--- src/rtl/freeze_pkg.sv ---
// Shared encodings for the freeze controller: FSM states, config register layout
// and the default config register address.
package freeze_pkg;

  typedef enum logic [1:0] {
    IDLE    = 2'd0,
    FREEZE  = 2'd1,
    HOLDOFF = 2'd2,
    FORCE   = 2'd3
  } state_e;

  localparam int unsigned CFG_MASK_LSB  = 0;
  localparam int unsigned CFG_EXT_BIT   = 8;
  localparam int unsigned CFG_FORCE_BIT = 9;
  localparam int unsigned CFG_HOLD_LSB  = 16;
  localparam int unsigned CFG_HOLD_W    = 8;
  localparam int unsigned CFG_CLR_BIT   = 31;

  localparam logic [6:0] CFG_ADDR_DEFAULT = 7'd80;

  // active_src is a fixed 3-bit field, enough for up to 8 sources
  localparam int unsigned SRC_IDX_W = 3;

endpackage

--- src/rtl/freeze_arbiter.sv ---
// Lowest-index priority pick over eligible request edges, plus the extend-mode
// compare of the winner's duration against the decremented freeze counter.
module freeze_arbiter
  import freeze_pkg::*;
#(
  parameter int unsigned CNT_W   = 16,
  parameter int unsigned NUM_SRC = 2
) (
  input  logic [NUM_SRC-1:0]       req_edge,
  input  logic [NUM_SRC-1:0]       mask,
  input  logic [NUM_SRC*CNT_W-1:0] stop_time,
  input  logic [CNT_W-1:0]         remaining,
  output logic                     hit_c,
  output logic [SRC_IDX_W-1:0]     win_idx_c,
  output logic [CNT_W-1:0]         win_time_c,
  output logic                     ext_wins_c
);

  // Scan from the top so the lowest eligible index is the last one written
  always_comb begin
    hit_c      = 1'b0;
    win_idx_c  = '0;
    win_time_c = '0;
    for (int i = int'(NUM_SRC) - 1; i >= 0; i--) begin
      if (req_edge[i] && mask[i] && (stop_time[i*CNT_W +: CNT_W] != '0)) begin
        hit_c      = 1'b1;
        win_idx_c  = SRC_IDX_W'(i);
        win_time_c = stop_time[i*CNT_W +: CNT_W];
      end
    end
  end

  assign ext_wins_c = hit_c && (win_time_c > (remaining - CNT_W'(1)));

endmodule

--- src/rtl/freeze_controller.sv ---
// Multi-source freeze controller: arbitrates stop requests into a registered
// clock-enable for the DSP domain, with extend/drop, holdoff, force and status.
module freeze_controller
  import freeze_pkg::*;
#(
  parameter int unsigned CNT_W    = 16,
  parameter int unsigned NUM_SRC  = 2,
  parameter int unsigned HOLD_W   = 8,
  parameter logic [6:0]  CFG_ADDR = CFG_ADDR_DEFAULT
) (
  input  logic                     clock,
  input  logic                     reset_n,
  input  logic                     serial_strobe,
  input  logic [6:0]               serial_addr,
  input  logic [31:0]              serial_data,
  input  logic [NUM_SRC-1:0]       stop_req,
  input  logic [NUM_SRC*CNT_W-1:0] stop_time,
  output logic                     clk_en,
  output logic                     frozen,
  output logic [SRC_IDX_W-1:0]     active_src,
  output logic [CNT_W-1:0]         remaining,
  output logic [15:0]              freeze_count,
  output logic                     dropped
);

  localparam int unsigned FC_W = 16;

  state_e               state_q, state_d;
  logic [NUM_SRC-1:0]   mask_q;
  logic                 ext_q, force_q, clr_q;
  logic [HOLD_W-1:0]    hold_len_q, hold_q, hold_d;
  logic [NUM_SRC-1:0]   req_q;
  logic [CNT_W-1:0]     rem_d;
  logic [SRC_IDX_W-1:0] src_d;
  logic [FC_W-1:0]      fc_d;
  logic                 drop_d, clk_en_d, frozen_d;

  logic                 cfg_wr_c, hit_c, ext_wins_c;
  logic [SRC_IDX_W-1:0] win_idx_c;
  logic [CNT_W-1:0]     win_time_c;
  logic [NUM_SRC-1:0]   req_edge_c;
  logic                 unused_c;

  assign cfg_wr_c   = serial_strobe && (serial_addr == CFG_ADDR);
  assign req_edge_c = stop_req & ~req_q;
  assign unused_c   = ^serial_data;

  // Config register; clear is a one-cycle pulse and is never stored
  always_ff @(posedge clock or negedge reset_n) begin
    if (!reset_n) begin
      mask_q     <= '0;
      ext_q      <= 1'b0;
      force_q    <= 1'b0;
      hold_len_q <= '0;
      clr_q      <= 1'b0;
      req_q      <= '0;
    end else begin
      clr_q <= 1'b0;
      req_q <= stop_req;
      if (cfg_wr_c) begin
        mask_q     <= serial_data[CFG_MASK_LSB +: NUM_SRC];
        ext_q      <= serial_data[CFG_EXT_BIT];
        force_q    <= serial_data[CFG_FORCE_BIT];
        hold_len_q <= HOLD_W'(serial_data[CFG_HOLD_LSB +: CFG_HOLD_W]);
        clr_q      <= serial_data[CFG_CLR_BIT];
      end
    end
  end

  freeze_arbiter #(
    .CNT_W   (CNT_W),
    .NUM_SRC (NUM_SRC)
  ) u_arb (
    .req_edge   (req_edge_c),
    .mask       (mask_q),
    .stop_time  (stop_time),
    .remaining  (remaining),
    .hit_c      (hit_c),
    .win_idx_c  (win_idx_c),
    .win_time_c (win_time_c),
    .ext_wins_c (ext_wins_c)
  );

  // Next state and next values of every registered output
  always_comb begin
    state_d = state_q;
    rem_d   = remaining;
    src_d   = active_src;
    hold_d  = hold_q;
    fc_d    = freeze_count;
    drop_d  = dropped;
    if (clr_q) drop_d = 1'b0;

    unique case (state_q)
      IDLE: begin
        if (force_q) begin
          state_d = FORCE;
        end else if (hit_c) begin
          state_d = FREEZE;
          rem_d   = win_time_c;
          src_d   = win_idx_c;
        end
      end
      FREEZE: begin
        if (force_q) begin
          state_d = FORCE;
          rem_d   = '0;
        end else if (ext_q && ext_wins_c) begin
          rem_d = win_time_c;
          src_d = win_idx_c;
        end else begin
          if (hit_c && !ext_q) drop_d = 1'b1;
          rem_d = remaining - CNT_W'(1);
          if (remaining == CNT_W'(1)) begin
            state_d = (hold_len_q != '0) ? HOLDOFF : IDLE;
            hold_d  = hold_len_q;
            if (freeze_count != '1) fc_d = freeze_count + FC_W'(1);
          end
        end
      end
      HOLDOFF: begin
        if (force_q) begin
          state_d = FORCE;
          rem_d   = '0;
        end else begin
          if (hit_c) drop_d = 1'b1;
          hold_d = hold_q - HOLD_W'(1);
          if (hold_q == HOLD_W'(1)) state_d = IDLE;
        end
      end
      FORCE: begin
        if (!force_q) state_d = IDLE;
      end
      default: state_d = IDLE;
    endcase

    // Clear beats a completion in the same cycle; a drop still beats clear
    if (clr_q) fc_d = '0;

    frozen_d = (state_d == FREEZE) || (state_d == FORCE);
    clk_en_d = !frozen_d;
  end

  always_ff @(posedge clock or negedge reset_n) begin
    if (!reset_n) begin
      state_q      <= IDLE;
      remaining    <= '0;
      active_src   <= '0;
      hold_q       <= '0;
      freeze_count <= '0;
      dropped      <= 1'b0;
      clk_en       <= 1'b1;
      frozen       <= 1'b0;
    end else begin
      state_q      <= state_d;
      remaining    <= rem_d;
      active_src   <= src_d;
      hold_q       <= hold_d;
      freeze_count <= fc_d;
      dropped      <= drop_d;
      clk_en       <= clk_en_d;
      frozen       <= frozen_d;
    end
  end

endmodule

--- config.mk ---
export PLATFORM = sky130hd
export DESIGN_NAME = freeze_controller
export DESIGN_NICKNAME = d
export VERILOG_FILES = /design/src/rtl/freeze_pkg.sv /design/src/rtl/freeze_arbiter.sv /design/src/rtl/freeze_controller.sv
export SDC_FILE = /design/constraint.sdc
export NUM_CORES = 1
export LEC_CHECK = 0
export CAP_MARGIN = 20
export CORE_UTILIZATION = 48
export CTS_CLUSTER_DIAMETER = 200
export DETAILED_ROUTE_END_ITERATION = 10
export PLACE_DENSITY = 0.76
export SETUP_SLACK_MARGIN = 0.05
export SLEW_MARGIN = 20
export SYNTH_ARGS = -nofsm -noshare
export SYNTH_HDL_FRONTEND = slang
export SYNTH_HIERARCHICAL = 1
export SYNTH_SLANG_ARGS = --single-unit
--- constraint.sdc ---
create_clock -name clock -period 11 [get_ports clock]
set_input_delay 2.2 -clock clock [delete_from_list [all_inputs] [get_ports clock]]
set_output_delay 2.2 -clock clock [all_outputs]
set_load 0.05 [all_outputs]
# After elaboration in Yosys (flattened, before gate mapping)
# Cells that the tools add are included.
[word_totals] rom_bits=0 latchBits=0 n_memories=0 ram_bits=0 register_bits=63 elab_cells=110 output_inout_bits=38
[op_classes] div_mod_pow=0 n_addsub=3 shifts=0 n_eq_ne=19 order_cmp=1 bitwise_logic=2 mul=0 n_reduce_logical=25 n_mux=46
[ops] op="$mux 16" count=13
[ops] op="$pmux 16 s3" count=1
[ops] op="$mux 8" count=4
[ops] op="$reduce_bool 16->1" count=2
[ops] op="$mux 2" count=9
[ops] op="$ne 2x2->1 const B" count=9
[ops] op="$add 16x1->16 const B" count=1
[ops] op="$eq 16x1->1 const B" count=1
[ops] op="$gt 16x16->1" count=1
[ops] op="$ne 16x16->1 const B" count=1
[ops] op="$pmux 8 s2" count=1
[ops] op="$sub 16x1->16 const B" count=1
[ops] op="$reduce_and 5->1" count=3
[ops] op="$mux 3" count=4
[ops] op="$mux 1" count=11
[ops] op="$reduce_bool 2->1" count=5
[ops] op="$eq 8x1->1 const B" count=1
[ops] op="$logic_and 1x1->1" count=8
[ops] op="$pmux 2 s4" count=1
[ops] op="$reduce_bool 8->1" count=1
[ops] op="$sub 8x1->8 const B" count=1
[ops] op="$eq 7x7->1 const B" count=1
[ops] op="$eq 2x2->1 const B" count=3
[ops] op="$pmux 3 s2" count=1
[ops] op="10 further kinds" count=12

# Depth between registers and ports, before layout
[depth] word_depth=15 mapped_depth=21

# Hierarchy
# The synthesis kept the hierarchy.
[by_module_without_submodules] module="freeze_controller" cells_each=394 instances=1 area_per_inst_um2=3617.2 seq_area_each_um2=1577.8
[by_module_without_submodules] module="freeze_arbiter" cells_each=115 instances=1 area_per_inst_um2=880.8 seq_area_each_um2=0.0

# Least setup slack after synthesis
# OpenSTA, ideal clock, no wires.
[synth_path] path_type="input to register" start="in stop_time[3]" end="reg freeze_count[4]" arrival_ps=6118 path_slack_ps=4757 t_required_ps=10875 setup_ps=125 cell_stages=18 path_cell_list="nor4_1 > a41oi_1 > nor2_1 > buf_2 > a22o_1 > ha_1 > nor2b_1 > o211ai_1 > a21oi_1 > or4_1 > o211a_1 > nand2_1 > nand4_1 > or4_1 > clkbuf_1 > buf_2 > nor4_1 > mux2_2"
[synth_via] elab_chain_len=8 elab_cells_between_ends=9
[synth_lines] element="start, declared" line="freeze_controller.sv:17" text="input logic [NUM_SRC*CNT_W-1:0] stop_time,"
[synth_lines] element="$reduce_bool 16->1" line="freeze_arbiter.sv:25" text="if (req_edge[i] && mask[i] && (stop_time[i*CNT_W +: CNT_W] != '0)) begin"
[synth_lines] element="$logic_and 1x1->1" line="freeze_arbiter.sv:25"
[synth_lines] element="$mux 16" line="freeze_arbiter.sv:25"
[synth_lines] element="named net win_time_c[1]" line="freeze_controller.sv:40" text="logic [CNT_W-1:0] win_time_c;"
[synth_lines] element="$gt 16x16->1" line="freeze_arbiter.sv:33" text="assign ext_wins_c = hit_c && (win_time_c > (remaining - CNT_W'(1)));"
[synth_lines] element="$logic_and 1x1->1" line="freeze_arbiter.sv:33"
[synth_lines] element="named net ext_wins_c" line="freeze_controller.sv:38" text="logic cfg_wr_c, hit_c, ext_wins_c;"
[synth_lines] element="$logic_and 1x1->1" line="freeze_controller.sv:108" text="end else if (ext_q && ext_wins_c) begin"
[synth_lines] element="$ne 2x2->1 (no source line)"
[synth_lines] element="$reduce_and 5->1 (no source line)"
[synth_lines] element="end signal, assigned" line="freeze_controller.sv:150" text="freeze_count <= '0;"
[synth_lines] element="end signal, assigned" line="freeze_controller.sv:159" text="freeze_count <= fc_d;"
[synth_lines] element="end, declared" line="freeze_controller.sv:22" text="output logic [15:0] freeze_count,"
# The timed path passes the listed nets, and every way through them passes these cells.
# A chain may end at the register's enable or synchronous reset.

# Final worst setup path
[layout_path] start="in stop_time[11]" end="reg remaining[12]"
[layout_via] elab_chain_len=9 elab_cells_between_ends=14
[layout_lines] element="$reduce_bool 16->1" line="freeze_arbiter.sv:25"
[layout_lines] element="$logic_and 1x1->1" line="freeze_arbiter.sv:25"
[layout_lines] element="$mux 16" line="freeze_arbiter.sv:25"
[layout_lines] element="named net win_time_c[13]" line="freeze_controller.sv:40"
[layout_lines] element="$gt 16x16->1" line="freeze_arbiter.sv:33"
[layout_lines] element="$logic_and 1x1->1" line="freeze_arbiter.sv:33"
[layout_lines] element="named net ext_wins_c" line="freeze_controller.sv:38"
[layout_lines] element="$logic_and 1x1->1" line="freeze_controller.sv:108"
[layout_lines] element="$mux 16" line="freeze_controller.sv:108"
[layout_lines] element="$mux 16" line="freeze_controller.sv:105" text="if (force_q) begin"
[layout_lines] element="$pmux 16 s3" line="freeze_controller.sv:94" text="unique case (state_q)"
[layout_lines] element="end signal, assigned" line="freeze_controller.sv:156" text="remaining <= rem_d;"
[layout_lines] element="end, declared" line="freeze_controller.sv:21" text="output logic [CNT_W-1:0] remaining,"
# The timed path passes the listed nets, and every way through them passes these cells. The select of a mux whose other input is x is not followed.

==> impl_summary.log <==
[metrics] run status: finished clean
[metrics] Initial Util: 50.59%
[metrics] Cell Area, Synth: 0.004498 mm2
[metrics] max_slew headroom: 24.20%
[metrics] final critical path time including I/O delays and setup: 7.598 ns
[metrics] post-detail-place hpwl: 9.021 mm
[metrics] share of Yosys cell area claimed by the top area cell type: 34.49%
[metrics] TritonCTS Sinks: 63
[metrics] combinational family with the most area after synthesis: simple AND/OR/NAND/NOR gates
[metrics] crit-path max FO: 18
[metrics] DR vias: 4394
[metrics] proportion of layout cells with a drive suffix above 1: 7.191%
[metrics] Data arrival, critical path: 7.87 ns
[metrics] library cell used as clock root buffer: clkbuf_8
[metrics] worst IR drop on VDD: 186.2 uV
[metrics] unrepaired setup endpoints after global routing: no
[metrics] clk buf depth: 2
[metrics] dominant cells by area after synthesis: dfrtp_1 (34%), ha_1 (7.2%), a21oi_1 (5.3%)
[metrics] diode count: 0
[metrics] Slew Viols, Final: 0
[metrics] DRC violation total after the first TritonRoute iteration: 254
[metrics] Synth async-reset ratio: 100.0%
[metrics] post-synthesis sequential element count: 63
[metrics] die area: 0.009762 mm2
[metrics] Main synth FF type: dfrtp_1
[metrics] largest stage delay on the critical path: 1.01 ns
[metrics] leakage component of the power: 2.301 nW
[metrics] Wirelength per Cell: 17.11 um
[metrics] Worst Path Class, Setup: in2reg
[metrics] fmax: 0.1316 GHz
[metrics] fraction of the mapped netlist area in simple logic gates: 23.87%
[metrics] multiplexer area fraction after synthesis: 4.840%
[metrics] class of the most critical hold timing path: reg2reg
[metrics] data required time at the worst endpoint: 11.27 ns
[metrics] post-synthesis share of cell area spent on xor and xnor gates: 2.531%
[metrics] TritonCTS clock tree: done
[metrics] total power draw: 1.326 mW
[metrics] Post-Syn Instances: 509
[metrics] fill cell total of the finished layout: 767
[metrics] Die X: 98.81 um
[metrics] startpoint class of the critical path: input pin
[metrics] CTS HTree Levels: 3
[metrics] number of buffers inserted by hold repair at cts: 0
[metrics] first-pass GRT wire length: 20.15 mm
[metrics] number of warnings issued by yosys: 6
[metrics] share of the clock period used by the worst path after layout: 69.07%
[metrics] library cell contributing the largest single delay on the critical path: nor3_1
[metrics] pin count of the biggest net entering global routing: 64
[metrics] Std-Cell Core Area: 0.008891 mm2
[metrics] clock latency on the worst-skew pair: 0.35 ns
[metrics] final instance count without filler cells: 706
[metrics] Worst Tran Pin Value: 1.128 ns
[metrics] Resize count post-CTS: 0
[metrics] CTS clock-pin slew for the worst setup and hold paths: 0.07 ns
[metrics] IO Port Bufs: 94
[metrics] final global-route overflow total: 0
[metrics] Post-Route WL: 12.08 mm
[metrics] number of enable-type register cells in the synthesized netlist: 0
[metrics] Row Count: 34
[metrics] total power density per cell area: 234.0 mW/mm2
[metrics] Crit. End Element: flop
[metrics] most area-hungry cell type in the Yosys netlist: dfrtp_1
[metrics] via count of the first global-routing pass: 4119
[metrics] Boundary Pins: 114
[metrics] total iterations of the first detailed-routing run: 5
[metrics] via density per instance: 6.224
[metrics] cell count after placement: 688
[metrics] count of distinct cell types in the synthesized netlist: 63
[metrics] post-synthesis adder-cell area fraction: 7.232%
[metrics] chip height: 98.81 um
[metrics] setup violation total in the final timing report: 0
[metrics] initial antenna violation count: 0
[metrics] Final TNS setup: 0 ns
[metrics] sequential cell area fraction in the yosys report: 35.08%
[metrics] global-route total usage across every layer: 25.86%
[metrics] number of failing hold endpoints at the final stage: 0
[metrics] max-cap check violation count: 0
[metrics] GP Congestion: 0.8859
[metrics] number of buffers created by CTS: 9
[metrics] post-route ant nets: 0
[metrics] post-CTS setup buffer count: 0
[metrics] drt drc: 0
[metrics] area added between synthesis and finish: 25.95%
[metrics] synthesized-area fraction occupied by ao, oa, aoi and oai cells: 22.56%
[metrics] critical path cell sequence: clkdlybuf4s50_1 > nor4_1 > a41oi_2 > nor2_2 > a22o_1 > ha_1 > nand4_1 > or4_1 > a21oi_1 > or4_1 > o211a_1 > nand2_1 > nand2_1 > nor3_1 > o21ai_0 > a21oi_1
[metrics] Final Net Count: 695
[metrics] setup skew after layout: 0.009144 ns
[metrics] Avg Inst Size Synth: 8.837 um2
==> per-stage QoR <==
stage	hold WS [ns]	setup WS [ns]	instance area (um2)	utilization, %
floorplan	0.4576	4.757	4502	-
global placement	0.4805	2.978	5477	61.60
detailed placement	0.4856	2.808	5477	61.60
CTS	0.5065	3.149	5643	63.47
global route	0.5394	3.027	5665	63.72
finish	0.5061	3.402	5665	63.72
==> cells in the mapped netlist, drive strengths merged (3+ instances only) <==
master and instances:
or3 13, nor2 30, a21boi 3, ha 26
a41oi 4, nand4b 3, inv 18, and3 8
buf 6, mux2i 6, nand2b 4, mux2 14
o211ai 9, nand4 12, dfrtp 62, o31ai 11
nand3 12, clkbuf 19, xnor2 11, a22o 16
and2 4, o2bb2ai 3, nor3 13, o22ai 6
or4 19, nor4 18, o21ai 24, a21oi 48
o22a 4, nand2 40, nor2b 10
==> worst max-delay path: cells and delay by family <==
family                     cells  cell delay (ns)
AOI/OAI and AO/OA              6             1.44
and+or+nand+nor                8             3.52
adders and majority gates      1             0.28
buffers and inverters          1             0.42
==> layout make-up <==
cell class / instances / area, um2 / area share [%]
inverter: 18 / 67.56 / 1.193
tap: 108 / 135.1 / 2.385
multi-input combinational: 404 / 2763 / 48.76
clock inverter: 5 / 35.03 / 0.6184
sequential: 63 / 1578 / 27.85
clock buffer: 11 / 131.4 / 2.319
timing repair buffer: 97 / 955.9 / 16.87
==> where the power goes <==
part,internal [mW],switching [mW]
clock network,0.0818,0.0941
logic,0.312,0.491
registers,0.278,0.0691
total,0.672,0.654
==> kinds of logic (layout without fill, tap and decap cells) <==
family | after synthesis | after routing
AO/OA/AOI/OAI | 152 | 152
XOR/XNOR | 13 | 13
adder cells (fa/ha/maj) | 26 | 26
buffers and inverters | 43 | 131
flip-flops | 63 | 63
multiplexers | 20 | 20
other | 1 | 2
AND/OR/NAND/NOR | 191 | 191
==> per-layer routing <==
metal | share of wire (%) | vias to the layer above | global-route usage (%)
met1 | 46 | 2125 | 35.58
met3 | 6.4 | 14 | 6.525
met4 | 1.2 | 0 | 5.970
met5 | 0 | - | 0
met2 | 47 | 140 | 40.99
li1 | - | 2115 | -
==> final timing paths <==
path	cells past startpoint	slack [ns]	end	start
worst max register to register	15	5.59	remaining[12]	remaining[7]
max in group asynchronous	2	8.45	freeze_count[5]	reset_n
worst min register to register	1	0.51	hold_q[6]	hold_q[6]
worst min-delay path	1	0.51	hold_q[6]	hold_q[6]
min in group asynchronous	2	2.02	hold_len_q[2]	reset_n
worst max-delay path	16	3.40	remaining[12]	stop_time[11]
==> cells in the final DEF, fill, tap and decap left out, types with 10 or more instances in the layout <==
cell	netlist	routed
nor2_1	30	29
or4_1	14	14
o31ai_1	11	11
or3_1	12	12
a22o_1	16	16
nor3_1	12	12
dfrtp_1	62	62
nor2b_1	10	10
mux2_2	14	14
nand2_1	40	40
ha_1	26	26
a21oi_1	48	48
nor4_1	17	17
clkdlybuf4s50_1	0	93
nand3_1	12	12
xnor2_1	11	11
inv_1	18	18
nand4_1	12	12
o21ai_0	24	24
==> flip-flops by register name, summed over array words and instances (netlist names) <==
| register | cells |
|---|---|
| active_src | 3 |
| state_q | 2 |
| mask_q | 2 |
| ext_q | 1 |
| req_q | 2 |
| freeze_count | 16 |
| clr_q | 1 |
| clk_en | 1 |
| remaining | 16 |
| hold_len_q | 8 |
| hold_q | 8 |
| dropped | 1 |
| frozen | 1 |
| force_q | 1 |
No activity file was read; power rests on OpenSTA's default activity.
